[src/rtl/fft_drain_ctrl_pkg.sv]
// Shared FFT buffer definitions: default widths (common with the fill counter),
// drain FSM encoding and the read-credit rule.
package fft_drain_ctrl_pkg;

  localparam int unsigned FFT_ADDR_W = 7;
  localparam int unsigned FFT_DATA_W = 32;

  typedef enum logic [1:0] {
    ST_IDLE  = 2'd0,
    ST_DRAIN = 2'd1,
    ST_FLUSH = 2'd2
  } drain_state_e;

  // A new read may start only if the word in flight, the words already
  // buffered and the word leaving this cycle still leave a free slot.
  function automatic logic credit_ok(input logic       inflight,
                                     input logic [1:0] occ,
                                     input logic       pop);
    logic [2:0] used;
    used = {2'b00, inflight} + {1'b0, occ} - {2'b00, pop};
    return (used < 3'd2);
  endfunction

endpackage

[src/rtl/fft_drain_ctrl_if.sv]
// Bundle of the drain block's control, RAM read port and output stream.
// The master side is the drain controller; the slave side is its environment.
interface fft_drain_ctrl_if
  import fft_drain_ctrl_pkg::*;
#(
  parameter int unsigned ADDR_W = FFT_ADDR_W,
  parameter int unsigned DATA_W = FFT_DATA_W
);

  logic [ADDR_W-1:0] thresh;
  logic              full;
  logic              rd_en;
  logic [ADDR_W-1:0] rd_addr;
  logic [DATA_W-1:0] rd_data;
  logic              out_valid;
  logic              out_ready;
  logic [DATA_W-1:0] out_data;
  logic              out_last;
  logic              empty;
  logic              done;

  modport master (
    input  thresh, full, rd_data, out_ready,
    output rd_en, rd_addr, out_valid, out_data, out_last, empty, done
  );

  modport slave (
    output thresh, full, rd_data, out_ready,
    input  rd_en, rd_addr, out_valid, out_data, out_last, empty, done
  );

endinterface

[src/rtl/fft_drain_ctrl_skid_fifo.sv]
// Two-entry FIFO of {last, data} that absorbs the RAM read latency when the
// downstream stage stalls. The caller guarantees no push into a full FIFO.
module drain_skid_fifo #(
  parameter int unsigned WIDTH = 33
) (
  input  logic             clk,
  input  logic             rst_n,
  input  logic             push_i,
  input  logic [WIDTH-1:0] push_data_i,
  input  logic             pop_i,
  output logic [WIDTH-1:0] head_o,
  output logic [1:0]       occ_o
);

  logic [WIDTH-1:0] entry0_q, entry0_d;
  logic [WIDTH-1:0] entry1_q, entry1_d;
  logic             wr_ptr_q, wr_ptr_d;
  logic             rd_ptr_q, rd_ptr_d;
  logic [1:0]       occ_q, occ_d;

  always_comb begin
    // NOTE: every signal gets its hold value first so no path infers a latch.
    entry0_d = entry0_q;
    entry1_d = entry1_q;
    wr_ptr_d = wr_ptr_q;
    rd_ptr_d = rd_ptr_q;

    if (push_i) begin
      if (wr_ptr_q) begin
        entry1_d = push_data_i;
      end else begin
        entry0_d = push_data_i;
      end
      wr_ptr_d = ~wr_ptr_q;
    end

    if (pop_i) begin
      rd_ptr_d = ~rd_ptr_q;
    end

    occ_d = occ_q + {1'b0, push_i} - {1'b0, pop_i};
  end

  // NOTE: storage is reset as well, so the head reads as zero out of reset.
  always_ff @(posedge clk or negedge rst_n) begin
    if (!rst_n) begin
      entry0_q <= '0;
      entry1_q <= '0;
      wr_ptr_q <= 1'b0;
      rd_ptr_q <= 1'b0;
      occ_q    <= 2'd0;
    end else begin
      // NOTE: non-blocking so every flop samples the pre-edge values.
      entry0_q <= entry0_d;
      entry1_q <= entry1_d;
      wr_ptr_q <= wr_ptr_d;
      rd_ptr_q <= rd_ptr_d;
      occ_q    <= occ_d;
    end
  end

  assign head_o = rd_ptr_q ? entry1_q : entry0_q;
  assign occ_o  = occ_q;

endmodule

[src/rtl/fft_drain_ctrl.sv]
// Read-side sequencer for the FFT sample buffer: latches the frame length on
// `full`, issues sequential RAM reads and streams the words out with backpressure.
module fft_drain_ctrl
  import fft_drain_ctrl_pkg::*;
#(
  parameter int unsigned ADDR_W = FFT_ADDR_W,
  parameter int unsigned DATA_W = FFT_DATA_W
) (
  input  logic                clk,
  input  logic                rst_n,
  fft_drain_ctrl_if.master    bus
);

  drain_state_e      state_q, state_d;
  logic [ADDR_W-1:0] len_q, len_d;
  logic [ADDR_W-1:0] cnt_q, cnt_d;
  logic              inflight_q, inflight_d;
  logic              last_tag_q, last_tag_d;
  logic              done_q, done_d;

  logic              rd_en;
  logic              is_last_issue;
  logic              out_valid;
  logic              pop;
  logic [1:0]        fifo_occ;
  logic [DATA_W:0]   fifo_head;

  assign out_valid     = (fifo_occ != 2'd0);
  assign pop           = out_valid & bus.out_ready;
  assign is_last_issue = (cnt_q == len_q - ADDR_W'(1));

  always_comb begin
    state_d = state_q;
    len_d   = len_q;
    cnt_d   = cnt_q;
    done_d  = 1'b0;
    rd_en   = 1'b0;

    case (state_q)
      ST_IDLE: begin
        if (bus.full && (bus.thresh != '0)) begin
          state_d = ST_DRAIN;
          len_d   = bus.thresh;
          cnt_d   = '0;
        end
      end

      ST_DRAIN: begin
        if (credit_ok(inflight_q, fifo_occ, pop)) begin
          rd_en = 1'b1;
          cnt_d = cnt_q + ADDR_W'(1);
          if (is_last_issue) begin
            state_d = ST_FLUSH;
          end
        end
      end

      ST_FLUSH: begin
        // The tagged word leaving the FIFO closes the frame.
        if (pop && fifo_head[DATA_W]) begin
          state_d = ST_IDLE;
          done_d  = 1'b1;
        end
      end

      default: begin
        state_d = ST_IDLE;
      end
    endcase

    inflight_d = rd_en;
    last_tag_d = rd_en & is_last_issue;
  end

  always_ff @(posedge clk or negedge rst_n) begin
    if (!rst_n) begin
      state_q    <= ST_IDLE;
      len_q      <= '0;
      cnt_q      <= '0;
      inflight_q <= 1'b0;
      last_tag_q <= 1'b0;
      done_q     <= 1'b0;
    end else begin
      state_q    <= state_d;
      len_q      <= len_d;
      cnt_q      <= cnt_d;
      inflight_q <= inflight_d;
      last_tag_q <= last_tag_d;
      done_q     <= done_d;
    end
  end

  // The RAM answers one cycle after rd_en, so the in-flight flag is the push.
  drain_skid_fifo #(
    .WIDTH (DATA_W + 1)
  ) u_skid_fifo (
    .clk         (clk),
    .rst_n       (rst_n),
    .push_i      (inflight_q),
    .push_data_i ({last_tag_q, bus.rd_data}),
    .pop_i       (pop),
    .head_o      (fifo_head),
    .occ_o       (fifo_occ)
  );

  assign bus.rd_en     = rd_en;
  assign bus.rd_addr   = cnt_q;
  assign bus.out_valid = out_valid;
  assign bus.out_data  = fifo_head[DATA_W-1:0];
  assign bus.out_last  = fifo_head[DATA_W];
  assign bus.empty     = (state_q == ST_IDLE);
  assign bus.done      = done_q;

endmodule

[src/flat_wrapper.sv]
// flat-port wrapper written by rule: the top's interface ports become plain ports
module fft_drain_ctrl_flat import fft_drain_ctrl_pkg::*;
#(
  parameter int unsigned ADDR_W = FFT_ADDR_W,
  parameter int unsigned DATA_W = FFT_DATA_W
)
  (clk, rst_n, bus_thresh, bus_full, bus_rd_data, bus_out_ready, bus_rd_en, bus_rd_addr, bus_out_valid, bus_out_data, bus_out_last, bus_empty, bus_done);
  fft_drain_ctrl_if #(.ADDR_W(ADDR_W), .DATA_W(DATA_W)) bus_i ();
  input  logic clk;
  input  logic rst_n;
  input wire logic [$bits(bus_i.thresh)-1:0] bus_thresh;
  input wire logic [$bits(bus_i.full)-1:0] bus_full;
  input wire logic [$bits(bus_i.rd_data)-1:0] bus_rd_data;
  input wire logic [$bits(bus_i.out_ready)-1:0] bus_out_ready;
  output wire logic [$bits(bus_i.rd_en)-1:0] bus_rd_en;
  output wire logic [$bits(bus_i.rd_addr)-1:0] bus_rd_addr;
  output wire logic [$bits(bus_i.out_valid)-1:0] bus_out_valid;
  output wire logic [$bits(bus_i.out_data)-1:0] bus_out_data;
  output wire logic [$bits(bus_i.out_last)-1:0] bus_out_last;
  output wire logic [$bits(bus_i.empty)-1:0] bus_empty;
  output wire logic [$bits(bus_i.done)-1:0] bus_done;
  assign bus_i.thresh = bus_thresh;
  assign bus_i.full = bus_full;
  assign bus_i.rd_data = bus_rd_data;
  assign bus_i.out_ready = bus_out_ready;
  assign bus_rd_en = bus_i.rd_en;
  assign bus_rd_addr = bus_i.rd_addr;
  assign bus_out_valid = bus_i.out_valid;
  assign bus_out_data = bus_i.out_data;
  assign bus_out_last = bus_i.out_last;
  assign bus_empty = bus_i.empty;
  assign bus_done = bus_i.done;
  fft_drain_ctrl #(.ADDR_W(ADDR_W), .DATA_W(DATA_W)) u_core (.clk(clk), .rst_n(rst_n), .bus(bus_i));
endmodule
[config.mk]
export PLATFORM = sky130hd
export DESIGN_NAME = fft_drain_ctrl_flat
export DESIGN_NICKNAME = d
export VERILOG_FILES = /design/src/rtl/fft_drain_ctrl_pkg.sv /design/src/rtl/fft_drain_ctrl_if.sv /design/src/rtl/fft_drain_ctrl_skid_fifo.sv /design/src/rtl/fft_drain_ctrl.sv /design/src/flat_wrapper.sv
export SDC_FILE = /design/constraint.sdc
export NUM_CORES = 1
export LEC_CHECK = 0
export ABC_AREA = 1
export BUFFER_PORTS_ARGS = -buffer_cell sky130_fd_sc_hd__buf_4
export CORE_UTILIZATION = 59
export CTS_CLUSTER_DIAMETER = 100
export DETAILED_ROUTE_END_ITERATION = 10
export PLACE_DENSITY = 0.82
export SYNTH_ARGS = -nofsm -noshare
export SYNTH_HDL_FRONTEND = slang
export SYNTH_SLANG_ARGS = --single-unit
[constraint.sdc]
create_clock -name clk -period 5.79 [get_ports clk]
set_input_delay 0.579 -clock clk [delete_from_list [all_inputs] [get_ports clk]]
set_output_delay 0.579 -clock clk [all_outputs]
set_load 0.01 [all_outputs]
# Word level (Yosys, flattened, before mapping)
# Index checks and enable logic that the tools add are counted.
dict set report totals {
  reg_bits 89
  latch_bits 0
  input_bits 43
  romBits 0
  ramBits 0
  n_memories 0
}
dict set report classes {
  bitwise_logic 4
  n_mul 0
  reduce_logical 11
  n_shift 0
  n_addsub 6
  n_mux 13
  eq_ne 7
  div 0
  n_lt_le_gt_ge 1
}
# operator count
set op_table {}
lappend op_table {{2-to-1 mux 33 bit} 1}
lappend op_table {{2-to-1 mux 7 bit} 2}
lappend op_table {{case mux 7 bit (2 select lines)} 1}
lappend op_table {{2-to-1 mux 2 bit} 4}
lappend op_table {{inequality test 2 x 1 -> 1 bit, second input constant} 4}
lappend op_table {{adder 7 x 1 -> 7 bit, second input constant} 1}
lappend op_table {{equality test 7 bit} 1}
lappend op_table {{nonzero test 7 bit} 1}
lappend op_table {{subtractor 7 x 1 -> 7 bit, second input constant} 1}
lappend op_table {{case mux 2 bit (3 select lines)} 1}
lappend op_table {{AND reduction 2 bit} 3}
lappend op_table {{2-to-1 mux 1 bit} 4}
lappend op_table {{AND reduction 4 bit} 1}
lappend op_table {{nonzero test 2 bit} 2}
lappend op_table {{adder 1 x 2 -> 3 bit} 1}
lappend op_table {{less-than comparator 3 x 2 -> 1 bit, second input constant} 1}
lappend op_table {{AND reduction 3 bit} 1}
lappend op_table {{subtractor 3 x 1 -> 3 bit} 1}
lappend op_table {{adder 2 x 1 -> 2 bit} 1}
lappend op_table {{AND 1 bit} 2}
lappend op_table {{equality test 2 x 1 -> 1 bit, second input constant} 1}
lappend op_table {{equality test 2 bit, second input constant} 1}
lappend op_table {{logical AND 1 bit} 2}
lappend op_table {{zero test 2 bit} 1}
lappend op_table {{2 further kinds} 3}

# Logic depth before layout (Yosys ltp)
# Gate-level depths: netlist of the first run.
dict set report logic_depth {
  ltp_word 7
  ltp_mapped 16
}

# Modules after synthesis
# Synthesis of the first run repeated with hierarchy kept, for this count alone.
dict set report unflattened {
  hier_cells 564
  hier_area_um2 4513.1
}
# module area_per_inst_um2 seq_area_each_um2 cells_each instances
set by_module_without_submodules {}
lappend by_module_without_submodules {drain_skid_fifo 3230.6 1751.7 373 1}
lappend by_module_without_submodules {fft_drain_ctrl 1282.5 475.5 191 1}

# Worst setup path before layout of the first run
# No wires, ideal clock.
dict set report synth_timing {
  path_kind {register to output}
  startpoint {register u_core.u_skid_fifo.occ_q[1] (netlist: u_core.u_skid_fifo.occ_o[1])}
  endpoint {output port bus_rd_en}
  path_stages_with_launch 11
  n_path_buf 0
  arrival_time_ps 2103
  setup_slack_ps 3108
  path_cell_list {dfrtp_1 > or2_2 > nand2_1 > inv_1 > ha_1 > inv_1 > ha_1 > fa_1 > inv_1 > nand3_2 > nor2_8}
}
dict set report synth_between {
  elab_chain_cells 6
  elab_cells_between_ends 7
  cone_classes {add/sub (2); order compare (1); mux (2); bitwise (1); reduce/logical (1)}
}
# item line
set synth_lines {}
lappend synth_lines {{from (decl)} fft_drain_ctrl_skid_fifo.sv:19} ;# logic [1:0] occ_q, occ_d;
lappend synth_lines {{from (signal assigned)} fft_drain_ctrl_skid_fifo.sv:51} ;# occ_q <= 2'd0;
lappend synth_lines {{from (signal assigned)} fft_drain_ctrl_skid_fifo.sv:58} ;# occ_q <= occ_d;
lappend synth_lines {{nonzero test 2 bit} fft_drain_ctrl.sv:28} ;# assign out_valid = (fifo_occ != 2'd0);
lappend synth_lines {{named net bus_out_valid} flat_wrapper.sv:17} ;# output wire logic [$bits(bus_i.out_valid)-1:0] bus_out_valid;
lappend synth_lines {{AND 1 bit} fft_drain_ctrl.sv:29} ;# assign pop = out_valid & bus.out_ready;
lappend synth_lines {{named net u_core.pop} fft_drain_ctrl.sv:24} ;# logic pop;
lappend synth_lines {{subtractor 3 x 1 -> 3 bit} fft_drain_ctrl_pkg.sv:20} ;# used = {2'b00, inflight} + {1'b0, occ} - {2'b00, pop};
lappend synth_lines {{less-than comparator 3 x 2 -> 1 bit} fft_drain_ctrl_pkg.sv:21} ;# return (used < 3'd2);
lappend synth_lines {{2-to-1 mux 1 bit} fft_drain_ctrl.sv:49} ;# if (credit_ok(inflight_q, fifo_occ, pop)) begin
lappend synth_lines {{2-to-1 mux 1 bit} fft_drain_ctrl.sv:39} ;# case (state_q)
lappend synth_lines {{to (decl)} flat_wrapper.sv:15} ;# output wire logic [$bits(bus_i.rd_en)-1:0] bus_rd_en;
# The timed path passes the listed nets, and every way through them passes these cells.

# Final worst setup path of the first run
dict set report layout_timing {
  startpoint {register u_core.u_skid_fifo.occ_q[1] (netlist: u_core.u_skid_fifo.occ_o[1])}
  endpoint {output port bus_rd_en}
}
dict set report layout_between {
  elab_chain_cells 6
  elab_cells_between_ends 7
  cone_classes {add/sub (2); order compare (1); mux (2); bitwise (1); reduce/logical (1)}
}
# item line
set layout_lines {}
lappend layout_lines {{nonzero test 2 bit} fft_drain_ctrl.sv:28}
lappend layout_lines {{AND 1 bit} fft_drain_ctrl.sv:29}
lappend layout_lines {{named net u_core.pop} fft_drain_ctrl.sv:24}
lappend layout_lines {{subtractor 3 x 1 -> 3 bit} fft_drain_ctrl_pkg.sv:20}
lappend layout_lines {{less-than comparator 3 x 2 -> 1 bit} fft_drain_ctrl_pkg.sv:21}
lappend layout_lines {{2-to-1 mux 1 bit} fft_drain_ctrl.sv:49}
lappend layout_lines {{2-to-1 mux 1 bit} fft_drain_ctrl.sv:39}
# The timed path passes the listed nets, and every way through them passes these cells.

==> results of run 1 <==
## power by group
group	internal [W]	switching, W
registers	0.000904	0.000172
logic	0.000577	0.000810
clock network	0.000220	0.000206
total	0.00170	0.00119
## placed cells by master (no fill, tap or decap), types with 2 or more instances in the layout
cell type / n
a21oi_2: 3
buf_4: 87
clkbuf_8: 11
clkinv_2: 2
dfrtp_1: 89
ha_1: 4
inv_1: 53
inv_2: 10
nand2_1: 224
nand3_1: 12
nor2_1: 19
nor2_2: 2
nor3_2: 3
o21ai_0: 38
o21ai_1: 36
xnor2_1: 2
xor2_1: 7
## per-stage QoR
step / total power, W / setup slack [ns] / utilization, % / area, sq um
floorplan: 0.001966 / 3.108 / - / 4245
global placement: 0.002422 / 2.968 / 71.42 / 4906
detailed placement: 0.002476 / 2.880 / 71.42 / 4906
CTS: 0.002905 / 2.500 / 74.26 / 5101
global route: 0.003134 / 2.395 / 74.26 / 5101
finish: 0.002888 / 2.525 / 74.26 / 5101
## area by class of cell
cell class	count	area share (%)
clock inverters	3	0.7849
repair buffers	87	12.80
multi-input cells	362	32.72
inverters	63	4.636
well taps	96	2.355
flip-flops and latches	89	43.66
clock buffers	12	3.041
## per-layer routing
metal  wire length, um  up-vias
li1                  -     1795
met1              3886     1710
met2              4218       89
met3               389       10
met4               112        0
met5                 0        -
## worst max-delay path: stages, from the launching register on
cell and delay, ns:
dfrtp_1 0.40, or2_2 0.31, nand2_1 0.10, inv_1 0.06, ha_1 0.27, inv_1 0.04, ha_1 0.19, fa_1 0.47
inv_1 0.09, nand3_2 0.13, nor2_8 0.14, buf_4 0.13
## flip-flops by register name, summed over array words and instances, names as in the netlist
name and flops:
u_core.u_skid_fifo.rd_ptr_q 1, u_core.u_skid_fifo.entry0_q 33, u_core.u_skid_fifo.occ_o 2, u_core.u_skid_fifo.entry1_q 33
u_core.inflight_q 1, u_core.state_q 2, u_core.last_tag_q 1, u_core.u_skid_fifo.wr_ptr_q 1
u_core.bus.rd_addr 7, u_core.bus.done 1, u_core.len_q 7
## how the worst max path moves through the flow
| stage | start | end | slack (ns) | cells after the start |
|---|---|---|---|---|
| after floorplan | u_core.u_skid_fifo.occ_o[1] | bus_rd_en | 3.11 | 10 |
| after global placement | u_core.u_skid_fifo.occ_o[1] | bus_rd_en | 2.97 | 11 |
| after detailed placement | u_core.u_skid_fifo.occ_o[1] | bus_rd_en | 2.88 | 11 |
| after CTS | u_core.u_skid_fifo.occ_o[1] | bus_rd_en | 2.50 | 11 |
| after global routing | u_core.u_skid_fifo.occ_o[1] | bus_rd_en | 2.40 | 11 |
| final | u_core.u_skid_fifo.occ_o[1] | bus_rd_en | 2.53 | 11 |
## cell families after synthesis
family	after synthesis	share of synthesized area [%]
flops	89	52.46
simple gates	270	26.29
compound gates	78	9.461
xor+xnor	9	1.857
buf+inv	85	8.282
fa+ha+maj	5	1.651
==> flow_metrics.py, run 1 <==
metrics = {
    "synthesis": {
        "synth_fp_nets": 584,
        "yosysTopAreaCell": "dfrtp_1",
        "netlist_instances": 536,
        "synth-seq-area-share_pct": 52.46,
        "synthFlopType": "dfrtp_1",
        "synthArstFlopShare_pct": 100.0,
        "synth-edff-count": 0,
        "netlist.area_leader.share_pct": 52.46,
        "ys_types": 28,
        "synth_seq_cells": 89,
        "synth_commonest_cells": "nand2_1, dfrtp_1, inv_1, o21ai_0, o21ai_1",
        "synth.avg_cell_area_sq_um": 7.920,
        "ys_top_cells_by_area": "dfrtp_1, nand2_1, inv_1",
        "synth_warnings": 0,
        "synth_most_common_cell": "nand2_1",
        "netlist_area_sq_um": 4245,
    },
    "final_layout": {
        "antenna_cells": 0,
        "seqCellArea_sq_um": 2227,
        "nets": 660,
        "finalNonFillerCells": 712,
        "num-fill-cells": 541,
        "multiInputGateArea_sq_um": 1669,
        "syn2layout_area_growth_pct": 20.16,
        "drive_above_1_share_pct": 20.62,
    },
    "critical_path": {
        "start_kind": "flop",
        "crit_arrival_ns": 2.69,
        "worstReg2RegStart": "u_core.u_skid_fifo.occ_o[1]",
        "worstSetupPathType": "reg -> out",
        "r2r_end": "u_core.state_q[0]",
        "required_ns": 5.21,
        "worst-r2r-setup-slack_ns": 3.14,
        "path_max_fanout": 5,
        "setup.worst_path.end_class": "output port",
        "rr_worst_depth": 15,
    },
    "sta": {
        "relSlewSlack_pct": 27.64,
        "setup_violations": 0,
        "skew_ns": 0.006181,
        "setup_tns_ns": 0,
        "final.min_clock_period_ns": 3.265,
        "max_clock_freq_ghz": 0.3063,
        "hold_viol_final": 0,
        "maxSlewViolCount": 0,
        "min_period_over_period_pct": 56.39,
        "whs_ns": 0.4190,
        "tightest_slew_ns": 1.085,
        "rsz0062_at_grt": "no",
    },
    "clock_tree": {
        "holdBufCountCts": 0,
        "cts_root_buffer": "clkbuf_8",
        "htreeDepth": 3,
        "clockBufferDepth": 2,
        "cts_resized": 0,
        "postCtsSetupBuffers": 0,
        "cts_sinks": 89,
        "worstSkewPairLatency_ns": 0.35,
        "numCtsBuffers": 9,
        "cts_tree": "done",
        "clk_pin_slew_worst_paths_ns": 0.08,
    },
    "floorplan": {
        "start_util_pct": 61.80,
        "core_sq_um": 6869,
        "boundaryPins": 87,
        "die_h_um": 86.83,
        "die_w_um": 86.83,
        "die_area_sq_um": 7539,
        "rows": 30,
    },
    "drt": {
        "detail-route-antenna-nets": 0,
        "drc": 0,
        "drt-pass1-iter-count": 5,
        "totalWireLength_um": 8606,
        "via_count": 3604,
        "drtIter0Drc": 162,
        "post_drt_wl_per_cell_um": 12.09,
        "avgViaCountPerCell": 5.062,
    },
    "power_and_ir_drop": {
        "peakVddDrop_v": 0.0003241,
        "power_density_nw_per_um2": 566.1,
        "p_leak_nw": 2.836,
    },
    "global_route": {
        "grt_max_degree": 90,
        "gr-total-overflow": 0,
        "grt_pass1_wl_um": 14510,
        "grt_pass1_vias": 3408,
        "grt.busiest_layer": "met2",
        "use_met2_pct": 43.45,
        "met3_usage_pct": 4.095,
        "grtUsageTotal_pct": 24.64,
        "grt.met1_usage_pct": 30.82,
        "antenna_found_initial": 0,
    },
    "placement": {
        "hpwl_um": 5664,
        "place_congestion": 0.8568,
        "port_buffers": 86,
        "dp.cells": 697,
    },
    "run_status": {
        "status": "completed",
    },
    "job": {
        "drv_cap": 0,
    },
    "min_path": {
        "min-delay-path-class": "in -> async",
    },
}
(Power assumes the default switching activity.)
==> run 2, diff against run 1 <==
ABC_AREA = 0   (was 1)
CORE_UTILIZATION = 54   (was 59)
PLACE_DENSITY = 0.76   (was 0.82)
clock period = 3.2 ns   (was 5.79 ns; I/O delays follow)
==> run 2 against run 1 <==
  * Cell count shrank 32%
  * Power increased by 86%
  * Largest cell class unchanged
  * Via count down 30%
  * First-iteration DRC count decreased by 49%
==> flow_metrics.py, run 2 <==
metrics = {
    "drt": {
        "via_count": 2529,
        "drtIter0Drc": 83,
        "detail-route-antenna-nets": 0,
        "drc": 0,
        "totalWireLength_um": 7334,
        "drt-pass1-iter-count": 4,
        "post_drt_wl_per_cell_um": 15.09,
        "avgViaCountPerCell": 5.204,
    },
    "critical_path": {
        "required_ns": 2.88,
        "critPathLaunch": "u_core.u_skid_fifo.occ_o[1]",
        "worstReg2RegStart": "u_core.u_skid_fifo.occ_o[1]",
        "worstSetupPathType": "reg -> out",
        "start_kind": "flop",
        "crit_arrival_ns": 2.76,
        "path_max_fanout": 3,
        "setup.worst_path.end_class": "output port",
    },
    "clock_tree": {
        "worstSkewPairLatency_ns": 0.35,
        "clockBufferDepth": 2,
        "numCtsBuffers": 9,
        "cts_sinks": 89,
        "cts_tree": "done",
        "cts_root_buffer": "clkbuf_8",
        "htreeDepth": 3,
        "clk_pin_slew_worst_paths_ns": 0.09,
    },
    "floorplan": {
        "die_area_sq_um": 7772,
        "die_w_um": 88.16,
        "rows": 31,
        "die_h_um": 88.16,
        "core_sq_um": 7214,
        "boundaryPins": 87,
        "start_util_pct": 55.57,
    },
    "global_route": {
        "grt_pass1_wl_um": 11550,
        "grt_max_degree": 45,
        "grtUsageTotal_pct": 19.80,
        "grt_pass1_vias": 2406,
        "gr-total-overflow": 0,
        "antenna_found_initial": 0,
    },
    "final_layout": {
        "final_common_cell": "mux2_2",
        "post-route-util_pct": 70.12,
        "layout_common_cells": "mux2_2, buf_4, dfrtp_1, nor2_1, clkbuf_8",
        "nets": 430,
        "reg_top3": "u_core.u_skid_fifo.entry0_q (33), u_core.u_skid_fifo.entry1_q (33)",
        "syn2layout_area_growth_pct": 26.19,
        "drive_above_1_share_pct": 57.88,
        "num-fill-cells": 547,
        "antenna_cells": 0,
    },
    "synthesis": {
        "synth_commonest_cells": "mux2_2, dfrtp_1, nor2_1, nand2_1, xor2_1",
        "synth_fp_nets": 335,
        "ys_top_cells_by_area": "dfrtp_1, mux2_2, xor2_1",
        "netlist_instances": 287,
        "synthFlopType": "dfrtp_1",
        "netlist.area_leader.share_pct": 55.56,
        "synth-edff-count": 0,
        "synth_warnings": 0,
        "ys_types": 34,
        "synth.avg_cell_area_sq_um": 13.97,
        "synth_seq_cells": 89,
        "netlist_area_sq_um": 4009,
        "synth_most_common_cell": "mux2_2",
        "synthArstFlopShare_pct": 100.0,
        "yosysTopAreaCell": "dfrtp_1",
        "synth-seq-area-share_pct": 55.56,
    },
    "power_and_ir_drop": {
        "seqPwrFrac_pct": 37.3,
        "p_int_w": 0.003627,
        "peakVddDrop_v": 0.0006663,
        "p_leak_nw": 2.298,
        "swShare_pct": 32.61,
        "power_frac_clock_pct": 15.9,
        "finalPower_w": 0.005382,
        "comb_power_share_pct": 46.8,
        "power_density_nw_per_um2": 1064,
        "p_switching_w": 0.001755,
    },
    "sta": {
        "hold_viol_final": 0,
        "setup_violations": 0,
        "whs_ns": 0.1751,
        "min_period_over_period_pct": 96.18,
        "setup_tns_ns": 0,
        "rsz0062_at_grt": "no",
        "maxSlewViolCount": 0,
        "tightest_slew_ns": 0.8868,
        "relSlewSlack_pct": 40.74,
        "final.min_clock_period_ns": 3.078,
        "max_clock_freq_ghz": 0.3249,
        "skew_ns": 0.009138,
    },
    "placement": {
        "hpwl_um": 5122,
        "port_buffers": 86,
        "place_congestion": 0.7532,
    },
    "job": {
        "drv_cap": 0,
    },
    "min_path": {
        "hp-start": "bus_thresh[0]",
        "min-delay-path-class": "in -> reg",
    },
    "run_status": {
        "status": "completed",
    },
}
-- run 2: cell count changes after synthesis, moves of 8 or more --
cell	delta
nand2_1	-217
mux2_2	+105
inv_1	-46
o21ai_1	-36
o21ai_0	-32
inv_2	-10
nand3_1	-10
nor2_1	-9
clkbuf_1	-8
-- run 2: routing by layer --
metal,share of wire [%],track usage (%),vias to the layer above
li1,-,-,1209
met1,46,25.75,1255
met2,48,31.82,56
met3,4.9,5.090,9
met4,1.3,7.918,0
met5,0,0,-
-- run 2: worst paths after layout --
check,to,slack (ns),cells past startpoint
hold / removal,u_core.len_q[0],0.18,3
min in group asynchronous,u_core.u_skid_fifo.entry0_q[19],0.51,2
setup reg to reg,u_core.bus.rd_addr[6],0.26,11
hold reg to reg,u_core.u_skid_fifo.occ_o[0],0.50,1
max in group asynchronous,u_core.u_skid_fifo.entry0_q[29],1.95,3
setup / recovery,bus_rd_en,0.12,10
-- run 2: metrics by stage --
step	setup slack [ns]	instances	instance area [sq um]
global placement	0.3181	468	4801
floorplan	0.2078	287	4009
global route	0.009295	486	5059
finish	0.1224	486	5059
detailed placement	0.2420	468	4801
CTS	0.03171	485	5035
-- run 2: layout make-up --
type | instances | area [sq um] | area share, %
clock inverter | 7 | 100.1 | 1.979
tap | 99 | 123.9 | 2.449
multi-input combinational | 179 | 1718 | 33.96
inverter | 7 | 26.28 | 0.5194
timing repair buffer | 96 | 739.5 | 14.62
sequential | 89 | 2227 | 44.03
clock buffer | 9 | 123.9 | 2.449
-- run 2: cells by family (layout without fill, tap and decap cells) --
logic type               count (synthesis)  after routing  synth area share, %
AO/OA/AOI/OAI                           14             14                2.341
XOR/XNOR                                14             14                3.059
adder cells (fa/ha/maj)                  5              5                1.748
buffers and inverters                   19            119                2.091
flip-flops                              89             89                55.56
multiplexers                           105            105                29.49
AND/OR/NAND/NOR                         41             41                5.712
-- run 2: power groups by stage --
stage | clock (W) | combinational, W | sequential [W]
3_3_place_gp | 0 | 0.00244 | 0.00200
6_report | 0.000855 | 0.00252 | 0.00201
4_1_cts | 0.000878 | 0.00250 | 0.00201
3_5_place_dp | 0 | 0.00249 | 0.00203
5_1_grt | 0.000927 | 0.00274 | 0.00208
2_1_floorplan | 0 | 0.00166 | 0.00189
-- run 2: worst max-delay path: stages (launching register included) --
cell     delay [ns]
dfrtp_1        0.42
or2_2          0.32
and2_4         0.18
ha_1           0.27
inv_1          0.04
ha_1           0.19
fa_2           0.36
xnor2_2        0.17
nor3_4         0.24
buf_6          0.13
buf_4          0.11
-- run 2: timing repair --
item,CTS,global route
buffers inserted,0,1
hold buffers,1,0
setup endpoints to repair,0,1
gates resized for setup,0,4
hold endpoints to repair,42,0
==> run 3, diff against run 2 <==
CORE_UTILIZATION = 53   (was 54)
PLACE_DENSITY = 0.75   (was 0.76)
==> run 3 against run 2 <==
  * Largest cell class unchanged
  * Worst hold slack lost 0.021 ns
  * Non-clock buffer count unchanged
  * Clock power down 18%
  * Power down 1.4%
==> flow_metrics.py, run 3 (synthesis gave the netlist of run 2 again) <==
metrics = {
    "floorplan": {
        "core_sq_um": 7292,
        "die_area_sq_um": 7916,
        "rows": 31,
        "die_h_um": 88.97,
        "boundaryPins": 87,
        "die_w_um": 88.97,
        "start_util_pct": 54.98,
    },
    "clock_tree": {
        "worstSkewPairLatency_ns": 0.35,
        "cts_root_buffer": "clkbuf_8",
        "htreeDepth": 3,
        "holdBufCountCts": 0,
        "cts_sinks": 89,
        "clk_pin_slew_worst_paths_ns": 0.09,
        "cts_tree": "done",
        "clockBufferDepth": 2,
        "numCtsBuffers": 9,
    },
    "placement": {
        "place_ws_ns": 0.2404,
        "dp.cells": 466,
        "hpwl_um": 5071,
        "port_buffers": 86,
        "place_congestion": 0.7670,
    },
    "drt": {
        "detail-route-antenna-nets": 0,
        "via_count": 2555,
        "drtIter0Drc": 39,
        "totalWireLength_um": 7514,
        "post_drt_wl_per_cell_um": 15.46,
        "avgViaCountPerCell": 5.257,
        "drt-pass1-iter-count": 4,
        "drc": 0,
    },
    "final_layout": {
        "layout_common_cells": "mux2_2, buf_4, dfrtp_1, clkbuf_8, nor2_1",
        "final_common_cell": "mux2_2",
        "antenna_cells": 0,
        "reg_top3": "u_core.u_skid_fifo.entry0_q (33), u_core.u_skid_fifo.entry1_q (33)",
        "syn2layout_area_growth_pct": 24.97,
        "drive_above_1_share_pct": 57.62,
        "finalNonFillerCells": 486,
        "nets": 430,
        "post-route-util_pct": 68.70,
    },
    "power_and_ir_drop": {
        "swShare_pct": 33.58,
        "power_density_nw_per_um2": 1060,
        "peakVddDrop_v": 0.0005825,
        "p_leak_nw": 2.261,
        "power_frac_clock_pct": 13.3,
        "comb_power_share_pct": 49.0,
        "seqPwrFrac_pct": 37.7,
        "p_int_w": 0.003526,
        "p_switching_w": 0.001782,
    },
    "critical_path": {
        "cpPeakStageDelay_ns": 0.41,
        "path_max_fanout": 4,
        "cpMaxStageDelayCell": "dfrtp_1",
        "critPathTopFamily": "adder cells",
        "setup.worst_path.end_class": "output port",
        "timing.critical_path.cells": "or2_2 -> and2_1 -> ha_1 -> inv_1 -> ha_1 -> fa_2 -> xnor2_2 -> nor3_4 -> buf_6 -> buf_4",
        "crit_top_cell": "ha_1",
        "required_ns": 2.88,
        "crit_arrival_ns": 2.78,
        "start_kind": "flop",
        "critical_path_buf_inv_count": 3,
        "worstSetupPathType": "reg -> out",
    },
    "sta": {
        "relSlewSlack_pct": 27.95,
        "whs_ns": 0.1538,
        "max_clock_freq_ghz": 0.3223,
        "tightest_slew_ns": 1.081,
        "maxSlewViolCount": 0,
        "rsz0062_at_grt": "no",
        "final.min_clock_period_ns": 3.103,
        "setup_violations": 0,
        "setup_tns_ns": 0,
        "setup_ws_ns": 0.09742,
        "skew_ns": 0.01188,
        "hold_viol_final": 0,
        "min_period_over_period_pct": 96.96,
    },
    "run_status": {
        "status": "completed",
    },
    "job": {
        "drv_cap": 0,
    },
    "global_route": {
        "grt_max_degree": 90,
        "grtUsageTotal_pct": 20.16,
        "grt_pass1_vias": 2625,
        "gr-total-overflow": 0,
        "antenna_found_initial": 0,
        "grt_pass1_wl_um": 12030,
    },
    "min_path": {
        "min-delay-path-class": "in -> async",
    },
}
-- run 3: final timing paths --
check / startpoint / endpoint / slack [ns] / cells past startpoint
max: u_core.u_skid_fifo.occ_o[1] / bus_rd_en / 0.1 / 10
min: rst_n / u_core.u_skid_fifo.entry1_q[11] / 0.15 / 1
max reg2reg: u_core.u_skid_fifo.occ_o[1] / u_core.state_q[0] / 0.24 / 11
min reg2reg: u_core.last_tag_q / u_core.u_skid_fifo.entry0_q[32] / 0.50 / 1
max in group asynchronous: rst_n / u_core.bus.rd_addr[2] / 2.35 / 1
min in group clk: bus_thresh[1] / u_core.len_q[1] / 0.18 / 3
-- run 3: metal layers --
layer	routed length (um)	vias to the layer above	global-route usage (%)	share of wire (%)
li1	-	1204	-	-
met1	3264	1281	24.86	43
met2	3739	60	34.13	50
met3	400	10	5.078	5.3
met4	111	0	8.225	1.5
met5	0	-	0	0
-- run 3: metrics by stage --
stage	total power [W]	cell area (sq um)
2_1_floorplan	0.003558	4009
6_report	0.005309	5010
3_5_place_dp	0.004531	4786
3_3_place_gp	0.004434	4786
4_1_cts	0.005239	4966
5_1_grt	0.005687	5010
-- run 3: repair_timing --
action,in CTS,in global routing
gates resized for setup,0,3
setup buffers,0,4
endpoints found under the setup margin,0,1
-- run 3: final cells by class --
class,instances,area (sq um)
multi-input cells,179,1715
inverters,7,26.28
well taps,99,123.9
clock buffers,11,141.4
repair buffers,96,737.0
clock inverters,5,38.79
fillers,570,2282
flip-flops and latches,89,2227
-- run 3: power groups by stage --
stage	Combinational, W	Sequential [W]	Clock, W
finish	0.00260	0.00200	0.000705
global route	0.00283	0.00208	0.000774
CTS	0.00252	0.00200	0.000718
detailed placement	0.00250	0.00203	0
global placement	0.00244	0.00199	0
floorplan	0.00166	0.00189	0
